<file path="config.mk">
export PLATFORM = sky130hd
export DESIGN_NAME = xdma_read_meta_manager
export DESIGN_NICKNAME = d
export VERILOG_FILES = /design/src/rtl/xdma_read_meta_manager_pkg.sv /design/src/rtl/counter.sv /design/src/rtl/fifo_v3.sv /design/src/rtl/xdma_read_meta_manager.sv
export SDC_FILE = /design/constraint.sdc
export NUM_CORES = 1
export LEC_CHECK = 0
export ABC_AREA = 1
export BUFFER_PORTS_ARGS = -buffer_cell sky130_fd_sc_hd__buf_4
export CAP_MARGIN = 40
export CORE_ASPECT_RATIO = 0.8
export CORE_MARGIN = 2
export CORE_UTILIZATION = 45
export DETAILED_ROUTE_END_ITERATION = 7
export SLEW_MARGIN = 40
export SYNTH_ARGS = -nofsm -noshare
export SYNTH_HDL_FRONTEND = slang
export SYNTH_SLANG_ARGS = --single-unit
</file>
<file path="constraint.sdc">
create_clock -name clk_i -period 3.1 [get_ports clk_i]
set_input_delay 0.155 -clock clk_i [delete_from_list [all_inputs] [get_ports clk_i]]
set_output_delay 0.155 -clock clk_i [all_outputs]
set_load 0.1 [all_outputs]
</file>
<file path="src/rtl/xdma_read_meta_manager_pkg.sv">
// Shared xDMA read-side types.
//   id_t / len_t       default DMA ID and beat-length types
//   xdma_req_meta_t    per-request metadata queued on issue {dma_id, dma_length}
//   xdma_rd_state_e    read meta manager FSM states (IDLE, BUSY)
package xdma_read_meta_manager_pkg;

    typedef logic [3:0] id_t;
    typedef logic [3:0] len_t;

    typedef struct packed {
        id_t  dma_id;
        len_t dma_length;
    } xdma_req_meta_t;

    typedef enum logic {
        IDLE,
        BUSY
    } xdma_rd_state_e;

endpackage

</file>
<file path="src/rtl/counter.sv">
// Up counter with synchronous clear (clear has priority over enable).
//   clk_i, rst_ni   clock, asynchronous active-low reset
//   clear_i         reset count to 0
//   en_i            increment, modulo 2^WIDTH
//   q_o             current count
module counter #(
    parameter int unsigned WIDTH = 4
) (
    input  logic             clk_i,
    input  logic             rst_ni,
    input  logic             clear_i,
    input  logic             en_i,
    output logic [WIDTH-1:0] q_o
);

    always_ff @(posedge clk_i or negedge rst_ni) begin
        if (!rst_ni)      q_o <= '0;
        else if (clear_i) q_o <= '0;
        else if (en_i)    q_o <= q_o + 1'b1;
    end

endmodule

</file>
<file path="src/rtl/fifo_v3.sv">
// Small synchronous FIFO.
//   clk_i, rst_ni   clock, asynchronous active-low reset
//   data_i, push_i  write port; a push while full is dropped
//   data_o, pop_i   head of queue; a pop while empty is ignored
//   full_o          occupancy == DEPTH
//   usage_o         occupancy, 0..DEPTH
// With FALL_THROUGH set, an empty FIFO presents data_i on data_o in the
// same cycle and a simultaneous push+pop bypasses storage.
module fifo_v3 #(
    parameter bit          FALL_THROUGH = 1'b0,
    parameter int unsigned DATA_WIDTH   = 8,
    parameter int unsigned DEPTH        = 4,
    localparam int unsigned AddrW       = (DEPTH > 1) ? $clog2(DEPTH) : 1,
    localparam int unsigned CntW        = $clog2(DEPTH + 1)
) (
    input  logic                  clk_i,
    input  logic                  rst_ni,
    output logic                  full_o,
    output logic [CntW-1:0]       usage_o,
    input  logic [DATA_WIDTH-1:0] data_i,
    input  logic                  push_i,
    output logic [DATA_WIDTH-1:0] data_o,
    input  logic                  pop_i
);

    logic [DATA_WIDTH-1:0] mem_q [DEPTH];
    logic [AddrW-1:0]      rd_q, wr_q;
    logic [CntW-1:0]       cnt_q;
    logic                  empty, bypass, do_push, do_pop;

    assign empty   = (cnt_q == '0);
    assign full_o  = (cnt_q == CntW'(DEPTH));
    assign usage_o = cnt_q;
    assign bypass  = FALL_THROUGH && empty && push_i && pop_i;
    assign do_push = push_i && !full_o && !bypass;
    assign do_pop  = pop_i && !empty;
    assign data_o  = (FALL_THROUGH && empty) ? data_i : mem_q[rd_q];

    function automatic logic [AddrW-1:0] next_ptr(input logic [AddrW-1:0] p);
        return (p == AddrW'(DEPTH - 1)) ? '0 : p + 1'b1;
    endfunction

    always_ff @(posedge clk_i or negedge rst_ni) begin
        if (!rst_ni) begin
            rd_q  <= '0;
            wr_q  <= '0;
            cnt_q <= '0;
            for (int unsigned i = 0; i < DEPTH; i++) mem_q[i] <= '0;
        end else begin
            if (do_push) begin
                mem_q[wr_q] <= data_i;
                wr_q        <= next_ptr(wr_q);
            end
            if (do_pop) rd_q <= next_ptr(rd_q);
            if (do_push && !do_pop) cnt_q <= cnt_q + 1'b1;
            else if (!do_push && do_pop) cnt_q <= cnt_q - 1'b1;
        end
    end

endmodule

</file>
<file path="src/rtl/xdma_read_meta_manager.sv">
// xDMA read meta manager: queues {dma_id, dma_length} of issued reads and
// counts R-channel handshakes against the head request, pulsing done with
// the head's ID once all its beats have arrived.
//   read_req_meta_i/valid_i, read_req_ready_o   metadata push (ready = !full)
//   read_happening_i, read_last_i               R handshake and r.last
//   read_req_done_o, done_dma_id_o              registered completion pulse
//   cur_dma_id_o                                head ID while BUSY, else 0
//   outstanding_o                               FIFO occupancy
//   proto_err_o                                 sticky protocol error
// Optional: `define XDMA_READ_META_CHECK_EN adds proto_err_o and its checker;
// without it read_last_i is unused.
module xdma_read_meta_manager #(
    parameter type id_t                      = xdma_read_meta_manager_pkg::id_t,
    parameter type len_t                     = xdma_read_meta_manager_pkg::len_t,
    parameter type xdma_req_meta_t           = xdma_read_meta_manager_pkg::xdma_req_meta_t,
    parameter int unsigned NumOutstanding    = 4,
    parameter int unsigned LenWidth          = $bits(len_t),
    localparam int unsigned CntWidth         = $clog2(NumOutstanding + 1)
) (
    input  logic                               clk_i,
    input  logic                               rst_ni,
    input  logic [$bits(xdma_req_meta_t)-1:0]  read_req_meta_i,
    input  logic                               read_req_valid_i,
    output logic                               read_req_ready_o,
    input  logic                               read_happening_i,
    input  logic                               read_last_i,
    output logic                               read_req_done_o,
    output logic [$bits(id_t)-1:0]             done_dma_id_o,
    output logic [$bits(id_t)-1:0]             cur_dma_id_o,
    output logic [CntWidth-1:0]                outstanding_o
`ifdef XDMA_READ_META_CHECK_EN
   ,output logic                               proto_err_o
`endif
);

    import xdma_read_meta_manager_pkg::*;

    xdma_rd_state_e                  state_q, state_d;
    logic [$bits(xdma_req_meta_t)-1:0] head_raw;
    xdma_req_meta_t                  head;
    logic                            full, push, pop, busy, zero_len, completing, cnt_en;
    logic [CntWidth-1:0]             usage;
    logic [LenWidth-1:0]             beats_q, beats_inc;
    logic                            done_q;
    logic [$bits(id_t)-1:0]          done_id_q;

    fifo_v3 #(
        .FALL_THROUGH (1'b0),
        .DATA_WIDTH   ($bits(xdma_req_meta_t)),
        .DEPTH        (NumOutstanding)
    ) i_meta_fifo (
        .clk_i   (clk_i),
        .rst_ni  (rst_ni),
        .full_o  (full),
        .usage_o (usage),
        .data_i  (read_req_meta_i),
        .push_i  (push),
        .data_o  (head_raw),
        .pop_i   (pop)
    );

    counter #(
        .WIDTH (LenWidth)
    ) i_beat_counter (
        .clk_i   (clk_i),
        .rst_ni  (rst_ni),
        .clear_i (pop),
        .en_i    (cnt_en),
        .q_o     (beats_q)
    );

    assign head       = head_raw;
    assign busy       = (state_q == BUSY);
    assign push       = read_req_valid_i && !full;
    assign beats_inc  = beats_q + 1'b1;
    assign zero_len   = (head.dma_length == '0);
    assign completing = read_happening_i && (beats_inc == head.dma_length);
    // A zero-length head retires immediately; beats in that cycle are not its own.
    assign pop        = busy && (zero_len || completing);
    assign cnt_en     = busy && read_happening_i && !pop;

    always_comb begin
        state_d = state_q;
        unique case (state_q)
            IDLE:    if (push) state_d = BUSY;
            BUSY:    if (pop && !push && (usage == CntWidth'(1))) state_d = IDLE;
            default: state_d = IDLE;
        endcase
    end

    always_ff @(posedge clk_i or negedge rst_ni) begin
        if (!rst_ni) begin
            state_q   <= IDLE;
            done_q    <= 1'b0;
            done_id_q <= '0;
        end else begin
            state_q   <= state_d;
            done_q    <= pop;
            done_id_q <= pop ? head.dma_id : '0;
        end
    end

    assign read_req_ready_o = !full;
    assign outstanding_o    = usage;
    assign cur_dma_id_o     = busy ? head.dma_id : '0;
    assign read_req_done_o  = done_q;
    assign done_dma_id_o    = done_id_q;

`ifdef XDMA_READ_META_CHECK_EN
    logic err_q;
    always_ff @(posedge clk_i or negedge rst_ni) begin
        if (!rst_ni) begin
            err_q <= 1'b0;
        end else if ((read_happening_i && !busy) ||
                     (read_happening_i && busy && !zero_len && (read_last_i != completing))) begin
            err_q <= 1'b1;
        end
    end
    assign proto_err_o = err_q;
`else
    logic unused_read_last;
    assign unused_read_last = read_last_i;
`endif

endmodule

</file>
# --- After elaboration in Yosys (flattened, before gate mapping) ---
# Index checks and enable logic that the tools add are counted.
word_totals:
  input_bits: 13
  elab_cells: 67
  output_inout_bits: 13
  ff_bits: 49
op_classes:
  eq_ne: 5
  bitwise_logic: 3
  n_lt_le_gt_ge: 3
  addsub: 5
  mux: 17
  n_reduce_logical: 23
ops:
  columns: ["cell", "count"]
  rows:
  - ["$bwmux 32", 1]
  - ["$mux 8", 3]
  - ["$bmux 8 s2", 1]
  - ["$demux 8 s2", 1]
  - ["$mux 4", 4]
  - ["$logic_and 1x1->1", 12]
  - ["$ge 3x3->1 const B", 2]
  - ["$logic_not 1->1", 6]
  - ["$mux 3", 2]
  - ["$not 2->3", 2]
  - ["$add 2x1->2 const B", 2]
  - ["$add 4x1->4 const B", 1]
  - ["$eq 2x2->1 const B", 2]
  - ["$eq 4x4->1", 1]
  - ["$logic_not 4->1", 1]
  - ["$mux 2", 2]
  - ["$reduce_bool 2->1", 2]
  - ["$add 3x1->3 const B", 1]
  - ["$eq 3x1->1 const B", 1]
  - ["$eq 3x3->1 const B", 1]
  - ["$logic_not 3->1", 1]
  - ["$lt 3x1->1 const B", 1]
  - ["$sub 3x1->3 const B", 1]
  - ["$mux 1", 2]
  - ["other kinds (3)", 3]

# --- Logic depth before layout (Yosys ltp) ---
# Gate-level depths: netlist of run 1.
depth:
  ltp_word: 12
  depth_mapped: 17
  ltp_nobuf: 17

# --- Hierarchy ---
# Synthesis of run 1 repeated with hierarchy kept, for this count alone.
hier_totals:
  hier_cells: 339
  area_unflattened_um2: 2690.1
modules_own_cells:
  columns: ["module", "area_per_inst_um2", "cells_each", "seq_area_each_um2", "n_inst"]
  rows:
  - ["fifo_v3", 2085.8, 255, 975.9, 1]
  - ["xdma_read_meta_manager", 402.9, 60, 150.1, 1]
  - ["counter", 201.4, 24, 100.1, 1]

# --- Least setup slack after synthesis of run 1 ---
# Ideal clock, no wire load.
synth_timing:
  path_type: "reg2reg"
  from: "register i_meta_fifo.cnt_q[0], in the netlist i_meta_fifo.usage_o[0]"
  to: "register i_meta_fifo.cnt_q[2], in the netlist i_meta_fifo.usage_o[2]"
  setup_slack_ns: -0.023
  n_path_buf: 0
  synth_period_minus_slack_ns: 3.123
  arrival_time_ns: 3.002
  setup_time_ns: 0.121
  path_stages_with_launch: 11
  cell_sequence: "dfrtp_1 > inv_1 > ha_1 > nand2_1 > nand2_1 > inv_2 > ha_1 > nor2_1 > o21ai_0 > xor2_1 > inv_1"
synth_via:
  elab_chain_len: 7
synth_rtl:
  columns: ["item", "line_no", "rtl"]
  rows:
  - ["start: declaration", "fifo_v3.sv:28", "logic [CntW-1:0] cnt_q;"]
  - ["start signal: assignment", "fifo_v3.sv:55", "if (do_push && !do_pop) cnt_q <= cnt_q + 1'b1;"]
  - ["start signal: assignment", "fifo_v3.sv:56", "else if (!do_push && do_pop) cnt_q <= cnt_q - 1'b1;"]
  - ["$eq 3x3->1 *", "fifo_v3.sv:32", "assign full_o = (cnt_q == CntW'(DEPTH));"]
  - ["$logic_not 1->1 *", null, null]
  - ["via read_req_ready_o", "xdma_read_meta_manager.sv:24", "output logic read_req_ready_o,"]
  - ["$logic_and 1x1->1", "xdma_read_meta_manager.sv:74", "assign push = read_req_valid_i && !full;"]
  - ["$logic_and 1x1->1 *", "fifo_v3.sv:35", "assign do_push = push_i && !full_o && !bypass;"]
  - ["via i_meta_fifo.do_push", "fifo_v3.sv:29", "logic empty, bypass, do_push, do_pop;"]
  - ["$logic_not 1->1", "fifo_v3.sv:56", null]
  - ["$logic_and 1x1->1", "fifo_v3.sv:56", null]
  - ["$reduce_bool 2->1 (no source line)", null, null]
# Mark *: on every way through the listed nets, which the timed path passes. The rest lies on a longest branch. The select of a mux whose other input is x is not followed.
# A chain may end at the register's enable or synchronous reset.

# --- Worst setup path after layout of run 1 ---
layout_timing:
  from: "register i_beat_counter.q_o[0]"
  to: "register i_meta_fifo.cnt_q[2], in the netlist i_meta_fifo.usage_o[2]"
layout_via:
  elab_chain_len: 9
layout_rtl:
  columns: ["item", "line_no", "rtl"]
  rows:
  - ["start: declaration", "counter.sv:13", "output logic [WIDTH-1:0] q_o"]
  - ["start signal: assignment", "counter.sv:19", "else if (en_i) q_o <= q_o + 1'b1;"]
  - ["$add 4x1->4 *", "xdma_read_meta_manager.sv:75", "assign beats_inc = beats_q + 1'b1;"]
  - ["$eq 4x4->1 *", "xdma_read_meta_manager.sv:77", "assign completing = read_happening_i && (beats_inc == head.dma_length);"]
  - ["$logic_and 1x1->1 *", "xdma_read_meta_manager.sv:77", null]
  - ["$logic_or 1x1->1 *", "xdma_read_meta_manager.sv:79", "assign pop = busy && (zero_len || completing);"]
  - ["$logic_and 1x1->1 *", "xdma_read_meta_manager.sv:79", null]
  - ["$logic_and 1x1->1 *", "fifo_v3.sv:36", "assign do_pop = pop_i && !empty;"]
  - ["$logic_not 1->1", "fifo_v3.sv:55", null]
  - ["$logic_and 1x1->1", "fifo_v3.sv:55", null]
  - ["$mux 3 / $reduce_bool 2->1 (equally long branches)", null, null]
# Mark *: on every way between the ends. The rest lies on a longest branch, timed or not.

==> results of run 1 <==
[metal layers]
| layer | share of wire [%] | vias up | wire length, µm |
|---|---|---|---|
| met5 | 0 | - | 0 |
| met4 | 1.1 | 0 | 54 |
| met3 | 4.1 | 6 | 199 |
| met2 | 41 | 34 | 2020 |
| met1 | 53 | 828 | 2600 |
| li1 | - | 986 | - |
[cell usage after synthesis]
master | number | share of area [%]
inv_2 | 4 | 0.62
dfrtp_1 | 49 | 51
buf_2 | 1 | 0.21
o22ai_1 | 4 | 1.0
xnor2_1 | 2 | 0.73
nor2_1 | 26 | 4.1
nand2_1 | 87 | 14
inv_1 | 28 | 4.4
buf_6 | 2 | 0.94
nand4_1 | 5 | 1.3
ha_1 | 11 | 5.7
nand3_2 | 3 | 1.2
a21oi_1 | 1 | 0.21
xor2_1 | 3 | 1.1
o21ai_0 | 44 | 9.1
nand3_1 | 15 | 3.1
nand2_4 | 2 | 0.94
clkbuf_1 | 5 | 0.78
[layout make-up]
class                   count  area, µm²
fillers                   524       2360
flip-flops and latches     49       1230
multi-input cells         203       1010
repair buffers             27        205
inverters                  32        120
well taps                  62       77.6
clock buffers               5       68.8
clock inverters             3       17.5
[how the worst max path moves through the flow]
stage,cells past startpoint,endpoint,from
after floorplan,8,i_meta_fifo.usage_o[2],i_meta_fifo.usage_o[2]
after global placement,14,i_meta_fifo.usage_o[2],i_beat_counter.q_o[0]
after detailed placement,14,i_meta_fifo.usage_o[2],i_beat_counter.q_o[0]
after CTS,14,i_meta_fifo.usage_o[2],i_beat_counter.q_o[0]
after global routing,14,i_meta_fifo.usage_o[2],i_beat_counter.q_o[0]
final,14,i_meta_fifo.usage_o[2],i_beat_counter.q_o[0]
[flip-flops by register name (all words and copies together), names as in the netlist]
register / count
busy: 1
done_dma_id_o: 4
i_beat_counter.q_o: 4
i_meta_fifo.mem_q: 32
i_meta_fifo.rd_q: 2
i_meta_fifo.usage_o: 3
i_meta_fifo.wr_q: 2
read_req_done_o: 1
[kinds of logic after synthesis]
kind of cell,count (synthesis),synth area share (%)
compound gates,49,10.4
xor+xnor,5,1.82
fa+ha+maj,11,5.72
buf+inv,40,6.91
flops,49,50.9
simple gates,138,24.2
[worst max-delay path: cells and delay by family (launching register included)]
kind | cells | cell delay [ns]
simple gates | 7 | 0.66
fa+ha+maj | 2 | 0.60
xor+xnor | 2 | 0.41
compound gates | 1 | 0.12
flops | 1 | 0.47
buf+inv | 2 | 0.13
[metrics by stage]
step / worst slack (ns) / hold WS, ns / util (%) / cell area (µm²) / std cells
final: 0.598 / 0.0845 / 53.6 / 2730 / 381
after global routing: 0.354 / 0.0872 / 53.6 / 2730 / 381
after CTS: 0.581 / 0.0828 / 53.6 / 2730 / 381
after detailed placement: 0.618 / 0.211 / 51.8 / 2640 / 372
after global placement: 0.650 / 0.209 / 51.8 / 2640 / 372
after floorplan: 0.104 / -0.141 / - / 2410 / 292
[timing repair]
action | in CTS | in global routing
hold buffers | 1 | 0
setup buffers | 0 | 0
endpoints found under the hold margin | 49 | 0
setup endpoints to repair | 0 | 0
==> metrics.txt, run 1 <==
RR Endpoint i_meta_fifo.usage_o[2]; routing usage on met1 27.1%; aggregate global routing overflow 0; port bufs 24; DP Wirelength 3430 µm; max-slew violation count 0; met2 usage 27.5%; First-pass DRT Iterations 6; drt total wl 4870 µm; Synth Warn # 0; synth-to-layout area growth 13.5%; number of global-route vias before repair 1825; CTS tree built; Worst Path Arrival 2.71 ns; # DRC 0; Initial Util 47.3%; via count 1854; Cell Rows 23; critical path's largest stage delay 0.47 ns; Startpoint Class flip-flop; Hold Crit Depth 3; CP Cell Sequence ha_1 > xnor2_1 > inv_1 > nand2_1 > nand2_1 > nor2_1 > nand3_2 > nand2_4 > nand3_2 > ha_1 > nor2_1 > o21ai_0 > xor2_1 > inv_1; Final Hold Fails 0; Crit. End Element flip-flop; number of antenna violations at the first check in global routing 0; minimum clock period 2.50 ns; Max-slew headroom 59.4%; Setup-failing EPs final 0; Num CTS Buffers 5; Synth Area per Inst 8.24 µm²; Hold Crit Class input port to flip-flop; largest net degree at the start of global routing 50; reg-to-reg startpoint i_beat_counter.q_o[0]; Core ar. 5090 µm²; Required @ worst endpoint 3.31 ns; H-tree Lvls 2; Worst Setup Path Type flip-flop to flip-flop; CTS Buffer Depth 2; GRT busiest layer met2; CP max FO 6; flop-to-flop setup slack 0.60 ns; Post-Synthesis Cell Area 2410 µm²; CTS Root Cell clkbuf_8; layout cells sized above 1 14.1%; Seq/Total Area, Yosys 50.9%; most frequent cells in the layout nand2_1, dfrtp_1, o21ai_0; HP Start read_req_valid_i; WHS Endpoint busy; max frequency 400 MHz; total negative slack 0 ns; R2R depth 14; die width 85.8 µm; Final GP Congestion 0.810; clk sinks 49; met3 Use GR 4.29%; Max stage delay cell, worst path dfrtp_1; height of the die 69.4 µm; Vias/cell 4.87; Ant. Diodes 0; Distinct cells, synth 18; starting DRC count in detailed routing 118; Die Footprint 5950 µm²; FF+latch count, synth 49; status finished, final reports clean; Post-DRT Antenna Nets 0; CTS resizes 0; I/O pin total 26; RSZ-0062 raised after global routing false; Routed WL per cell 12.8 µm; most common cell after layout, fill and taps aside nand2_1; clock-pin slew on the worst setup and hold paths 0.09 ns; syn_nets 316; nets@finish 342; global-route wire length before repair 8780 µm; Mapped Cells 292; global-route total usage across every layer 18.5%; Final Skew 0.00524 ns; max_cap viols 0; Worst Max-Slew Pin Slew 0.610 ns; Final period util 80.7%; Worst-Skew Late Latency 0.31 ns
Power of run 1 is left out: the tool's default activity adds up to more than one toggle a clock period on the data nets, which glitch-free logic cannot reach.
==> run 2: changes to the inputs <==
--- a/config.mk
+++ b/config.mk
@@ -12,6 +12,7 @@
 export CORE_MARGIN = 2
 export CORE_UTILIZATION = 45
 export DETAILED_ROUTE_END_ITERATION = 7
+export PLACE_DENSITY = 0.66
 export SLEW_MARGIN = 40
 export SYNTH_ARGS = -nofsm -noshare
 export SYNTH_HDL_FRONTEND = slang
==> constraint.sdc (replaced) <==
create_clock -name clk_i -period 2.3 [get_ports clk_i]
set_input_delay 0.115 -clock clk_i [delete_from_list [all_inputs] [get_ports clk_i]]
set_output_delay 0.115 -clock clk_i [all_outputs]
set_load 0.1 [all_outputs]
==> run 2 against run 1 <==
  * Non-clock buffer count rose by 8
  * Via count rose by 2.9%
  * Cell area rose by 4.9%
  * Hold slack got worse by 0.031 ns
  * Final cell count rose by 2.1%
  * The run now ends with DRC left
  * Highest routed layer unchanged
  * Count of clock-buffer cells in the layout rose by 1
==> metrics.txt, run 2 (synthesis results as in run 1) <==
clock-pin slew on the worst setup and hold paths 0.09 ns (about the same); Crit path buffers/inverters 2 (unchanged); DP Wirelength 3460 µm (was 3430 µm); starting DRC count in detailed routing 115 (was 118); number of antenna violations at the first check in global routing 0 (unchanged); die width 85.8 µm (unchanged); flop-to-flop setup slack 0.14 ns (was 0.60 ns); dpl cell area 2720 µm² (was 2640 µm²); HP Start read_req_valid_i (unchanged); status finished, violations left (was finished, final reports clean); largest net degree at the start of global routing 50 (unchanged); # DRC 3 (was 0); Hold Crit Depth 3 (unchanged); H-tree Lvls 2 (unchanged); CTS tree built (unchanged); Cell Rows 23 (unchanged); Top reg by flops i_meta_fifo.mem_q (unchanged); Final period util 94.0% (was 80.7%); aggregate global routing overflow 0 (unchanged); CTS Root Cell clkbuf_8 (unchanged); Hold Crit Class input port to flip-flop (unchanged); cell family with most CP delay simple AND/OR/NAND/NOR gates (unchanged); Ant. Diodes 0 (unchanged); I/O pin total 26 (unchanged); Die Footprint 5950 µm² (unchanged); Worst Setup Path Type flip-flop to flip-flop (unchanged); most common cell after layout, fill and taps aside nand2_1 (unchanged); max frequency 463 MHz (was 400 MHz); Num CTS Buffers 5 (unchanged); Vias/cell 4.90 (was 4.87); Final GP Congestion 0.850 (was 0.810); minimum clock period 2.16 ns (was 2.50 ns); RR Endpoint i_meta_fifo.usage_o[2] (unchanged); Worst-Skew Late Latency 0.31 ns (about the same); WHS Endpoint busy (unchanged); failing checks DRC; drt total wl 4910 µm (was 4870 µm); CP max FO 3 (was 6); reg-to-reg startpoint i_beat_counter.q_o[0] (unchanged); Crit. End Element flip-flop (unchanged); Post-Layout Inst Area 2870 µm² (was 2730 µm²); Max-slew headroom 59.1% (was 59.4%); CP Cell Sequence ha_1 > xnor2_2 > inv_1 > nand2_1 > nand2_1 > nor2_1 > nand3_2 > nand2_4 > nand3_2 > ha_4 > nor2_1 > o21ai_0 > xor2_1 > inv_1 (was ha_1 > xnor2_1 > inv_1 > nand2_1 > nand2_1 > nor2_1 > nand3_2 > nand2_4 > nand3_2 > ha_1 > nor2_1 > o21ai_0 > xor2_1 > inv_1); max-slew violation count 0 (unchanged); R2R depth 14 (unchanged); most frequent cells in the layout nand2_1, dfrtp_1, o21ai_0 (unchanged); Core ar. 5090 µm² (unchanged); Startpoint Class flip-flop (unchanged); global-route total usage across every layer 18.1% (was 18.5%); Setup-failing EPs final 0 (unchanged); nets@finish 350 (was 342); Initial Util 47.3% (unchanged); critical path's largest stage delay 0.39 ns (was 0.47 ns); First-pass DRT Iterations 6 (unchanged); synth-to-layout area growth 19.1% (was 13.5%); number of global-route vias before repair 1718 (was 1825); Post-DRT Antenna Nets 0 (unchanged); Max stage delay cell, worst path dfrtp_1 (unchanged); layout cells sized above 1 18.7% (was 14.1%); Final Hold Fails 0 (unchanged); port bufs 24 (unchanged); max_cap viols 0 (unchanged); Worst Max-Slew Pin Slew 0.613 ns (was 0.610 ns); Final Skew 0.00533 ns (was 0.00524 ns); end-of-flow core utilization 56.3% (was 53.6%); Required @ worst endpoint 2.51 ns (was 3.31 ns); Worst Path Arrival 2.37 ns (was 2.71 ns); height of the die 69.4 µm (unchanged); clk sinks 49 (unchanged); via count 1907 (was 1854); global-route wire length before repair 8390 µm (was 8780 µm); Routed WL per cell 12.6 µm (was 12.8 µm); CTS Buffer Depth 2 (unchanged); Largest register FFs 32 (unchanged)
==> run 2: cell types whose count changed in the layout (fill, tap and decap cells not counted), moves of 2 or more <==
cell      change
nor2_2        +4
clkinv_2      -2
buf_4         +8
nor2_1        -4
==> run 2: worst min-delay path, delay by kind of cell <==
family,cells,cell delay [ns]
buf+inv,1,0.08
simple gates,2,0.14
==> run 2: routing by layer <==
| metal | GRT usage [%] | share of wire [%] |
|---|---|---|
| met1 | 27.9 | 53 |
| met2 | 24.2 | 41 |
| met5 | 0 | 0 |
| met3 | 5.83 | 4.7 |
| met4 | 4.76 | 1.2 |
==> run 2: repair_timing <==
item	4_1_cts	5_1_grt
setup endpoints to repair	0	3
endpoints found under the hold margin	49	0
hold buffers	1	0
gates resized for setup	0	2
setup buffers	0	0
==> run 2: final cells by class <==
class	instances	area [µm²]
clock buffers	6	82.6
multi-input cells	203	1050
fillers	488	2230
repair buffers	35	265
clock inverters	2	37.5
well taps	62	77.6
flip-flops and latches	49	1230
inverters	32	120
==> run 2: worst max path at each step <==
stage          slack (ns)  cells after the start                      to                   start
2_1_floorplan       -0.03                     10  i_meta_fifo.usage_o[2]  i_meta_fifo.usage_o[1]
3_3_place_gp         0.08                     14  i_meta_fifo.usage_o[2]   i_beat_counter.q_o[0]
3_5_place_dp         0.03                     14  i_meta_fifo.usage_o[2]   i_beat_counter.q_o[0]
4_1_cts              0.01                     14  i_meta_fifo.usage_o[2]   i_beat_counter.q_o[0]
5_1_grt            -0.008                     14  i_meta_fifo.usage_o[2]   i_beat_counter.q_o[0]
6_report             0.14                     14  i_meta_fifo.usage_o[2]   i_beat_counter.q_o[0]
==> run 2: stage by stage <==
stage / worst slack [ns] / cells / hold slack [ns] / setup TNS [ns]
final: 0.139 / 389 / 0.0533 / 0
after CTS: 0.00986 / 389 / 0.0507 / 0
after floorplan: -0.0319 / 292 / -0.181 / -0.0319
after detailed placement: 0.0313 / 380 / 0.169 / 0
after global routing: -0.00833 / 389 / 0.0640 / -0.00833
after global placement: 0.0804 / 380 / 0.173 / 0
Power of run 2 is left out for the same reason.
==> run 3: changes to the inputs <==
--- a/config.mk
+++ b/config.mk
@@ -16,4 +16,5 @@
 export SLEW_MARGIN = 40
 export SYNTH_ARGS = -nofsm -noshare
 export SYNTH_HDL_FRONTEND = slang
+export SYNTH_HIERARCHICAL = 1
 export SYNTH_SLANG_ARGS = --single-unit
==> run 3 against run 2 <==
  * The flow finishes with violations (setup timing)
  * Global-route usage grew 1.9 points
  * Non-clock buffer count grew 10
  * Final cell count grew 17%
  * First-iteration DRC count grew 15%
==> metrics.txt, run 3 <==
status finished, violations left (unchanged); failing checks setup timing (was DRC); clock-pin slew on the worst setup and hold paths 0.10 ns (was 0.09 ns); Required @ worst endpoint 2.50 ns (was 2.51 ns); Num CTS Buffers 5 (unchanged); CTS tree built (unchanged); Synth area leader dfrtp_1 (unchanged); FFs w/ async S/R, synth 100% (unchanged); max_cap viols 0 (unchanged); Multi-input gate area 1260 µm² (was 1050 µm²); Crit. End Element flip-flop (unchanged); Hold Crit Depth 3 (unchanged); cell family with most CP delay simple AND/OR/NAND/NOR gates (unchanged); Core ar. 5850 µm² (was 5090 µm²); global-route total usage across every layer 20.0% (was 18.1%); Largest register FFs 32 (unchanged); Final Hold Fails 0 (unchanged); top cell type's share of synthesized area 45.6% (was 50.9%); nets@finish 394 (was 350); syn_nets 361 (was 316); Worst-Skew Late Latency 0.31 ns (about the same); Initial Util 46.0% (was 47.3%); Synth Warn # 6 (was 0); # DRC 0 (was 3); layout cells sized above 1 23.1% (was 18.7%); Commonest cells post-synth nand2_1, dfrtp_1, inv_1, nand4_1, a21oi_1 (was nand2_1, dfrtp_1, o21ai_0, inv_1, nor2_1); Worst Path Arrival 2.54 ns (was 2.37 ns); Final GP Congestion 0.787 (was 0.850); number of global-route vias before repair 2165 (was 1718); Max-slew headroom 58.6% (was 59.1%); max-slew violation count 0 (unchanged); largest net degree at the start of global routing 50 (unchanged); RSZ-0062 raised after global routing true; First-pass DRT Iterations 4 (was 6); Post-Synthesis Cell Area 2690 µm² (was 2410 µm²); starting DRC count in detailed routing 132 (was 115); Cell Rows 25 (was 23); Ant. Diodes 0 (unchanged); synth-to-layout area growth 18.7% (was 19.1%); Mapped Cells 339 (was 292); height of the die 73.2 µm (was 69.4 µm); CTS Buffer Depth 2 (unchanged); I/O pin total 26 (unchanged); Crit path buffers/inverters 2 (unchanged); Hold Crit Class input port to flip-flop (unchanged); global-route wire length before repair 10500 µm (was 8390 µm); FF+latch count, synth 49 (unchanged); CTS Root Cell clkbuf_8 (unchanged); critical path's largest stage delay 0.45 ns (was 0.39 ns); DP Wirelength 4250 µm (was 3460 µm); Vias/cell 4.93 (was 4.90); clk sinks 49 (unchanged); Post-DRT Antenna Nets 0 (unchanged); Worst Max-Slew Pin Slew 0.621 ns (was 0.613 ns); WHS Endpoint i_meta_fifo/mem_q[2] (was busy); CP Cell Sequence buf_4 > o211ai_1 > nand2_1 > nand2_1 > nand3_2 > nor2_2 > nand3_4 > a21boi_4 > nand2_2 > ha_4 > inv_2 > fa_2 > nand2_1 > nand2_1 (was ha_1 > xnor2_2 > inv_1 > nand2_1 > nand2_1 > nor2_1 > nand3_2 > nand2_4 > nand3_2 > ha_4 > nor2_1 > o21ai_0 > xor2_1 > inv_1); H-tree Lvls 2 (unchanged); count leader, synth nand2_1 (unchanged); fillers 581 (was 488); aggregate global routing overflow 0 (unchanged); Max stage delay cell, worst path dfrtp_2 (was dfrtp_1); number of antenna violations at the first check in global routing 0 (unchanged); HP Start read_req_meta_i[2] (was read_req_valid_i); number of flops mapped to enable cells by yosys 0 (unchanged); Startpoint Class flip-flop (unchanged); setup ws final -0.0344 ns (was 0.139 ns); Final period util 101% (was 94.0%); flop-to-flop setup slack -0.03 ns (was 0.14 ns); minimum clock period 2.33 ns (was 2.16 ns); Fin Hold WS 0.0875 ns (was 0.0533 ns); top cells by area, synth dfrtp_1, nand2_1, nand4_1, inv_1, ha_1 (was dfrtp_1, nand2_1, o21ai_0, ha_1, inv_1); RR Endpoint i_meta_fifo/usage_o[1] (was i_meta_fifo.usage_o[2]); Top reg by flops i_meta_fifo/mem_q (was i_meta_fifo.mem_q); Seq. cell area 1240 µm² (was 1230 µm²); Setup-failing EPs final 1 (was 0); Routed WL per cell 13.0 µm (was 12.6 µm); max frequency 428 MHz (was 463 MHz); ys flop type dfrtp_1 (unchanged); Distinct cells, synth 25 (was 18); CP max FO 7 (was 3); via count 2239 (was 1907); Die Footprint 6620 µm² (was 5950 µm²); Worst Setup Path Type flip-flop to flip-flop (unchanged); reg-to-reg startpoint i_meta_fifo/rd_q[0] (was i_beat_counter.q_o[0]); most common cell after layout, fill and taps aside nand2_1 (unchanged); Seq/Total Area, Yosys 45.6% (was 50.9%); port bufs 24 (unchanged); most frequent cells in the layout nand2_1, dfrtp_1, buf_4 (was nand2_1, dfrtp_1, o21ai_0); drt total wl 5900 µm (was 4910 µm); die width 90.4 µm (was 85.8 µm); Synth Area per Inst 7.94 µm² (was 8.24 µm²); Crit path top cell by count nand2_1; Final Skew 0.0108 ns (was 0.00533 ns); R2R depth 14 (unchanged)
-- run 3: changes by cell type in the layout (fill, tap and decap cells not counted), moves of 10 or more --
| cell | before | now |
|---|---|---|
| nand2_1 | 86 | 115 |
| o21ai_0 | 44 | 7 |
| a21oi_1 | 1 | 14 |
| nor2_1 | 22 | 5 |
| nand4_1 | 5 | 33 |
| buf_4 | 34 | 44 |
-- run 3: kinds of logic after synthesis --
family          Yosys count  share of synthesized area, %
compound gates           35                          7.35
xor+xnor                  2                         0.651
fa+ha+maj                 9                          4.47
buf+inv                  60                          10.1
flops                    49                          45.6
simple gates            184                          31.8
-- run 3: routing by layer --
metal / track usage [%] / share of wire, %
met1: 28.8 / 52
met2: 31.7 / 43
met3: 3.51 / 3.9
met4: 5.30 / 0.76
met5: 0 / 0
-- run 3: worst reg2reg max path: cells and delay by family (launching register included) --
| kind | cells | cell delay, ns |
|---|---|---|
| simple gates | 8 | 0.69 |
| buf+inv | 2 | 0.20 |
| flops | 1 | 0.45 |
| fa+ha+maj | 2 | 0.59 |
| compound gates | 2 | 0.30 |
-- run 3: repair_timing --
item,CTS,global route
gates resized for setup,6,6
pin swaps,7,5
buffers inserted,5,0
hold buffers,1,0
endpoints found under the setup margin,2,2
hold endpoints to repair,49,0
-- run 3: final cells by class --
type,count,area share (%)
clock buffers,6,2.59
well taps,81,3.17
multi-input cells,230,39.5
inverters,41,4.82
flip-flops and latches,49,38.8
repair buffers,45,10.7
clock inverters,2,0.509
-- run 3: through the flow --
stage	util, %	setup TNS, ns	area (µm²)	instances	setup slack (ns)
floorplan	-	-0.243	2770	339	-0.128
global placement	51.6	-0.138	3020	440	-0.0998
detailed placement	51.6	-0.303	3020	440	-0.183
finish	54.6	-0.0344	3190	454	-0.0344
CTS	54.3	-0.0297	3180	454	-0.0297
global route	54.6	-0.362	3190	454	-0.202
-- run 3: how the worst max path moves through the flow --
stage | startpoint | endpoint | slack, ns | depth (start not counted)
floorplan | i_meta_fifo/rd_q[0] | i_meta_fifo/usage_o[1] | -0.13 | 15
global placement | i_meta_fifo/rd_q[0] | i_meta_fifo/usage_o[1] | -0.1 | 15
finish | i_meta_fifo/rd_q[0] | i_meta_fifo/usage_o[1] | -0.03 | 14
global route | i_meta_fifo/rd_q[0] | i_meta_fifo/usage_o[1] | -0.20 | 14
CTS | i_meta_fifo/rd_q[0] | i_meta_fifo/usage_o[1] | -0.03 | 13
detailed placement | i_meta_fifo/rd_q[0] | i_meta_fifo/usage_o[1] | -0.18 | 15
Power of run 3 is left out for the same reason.
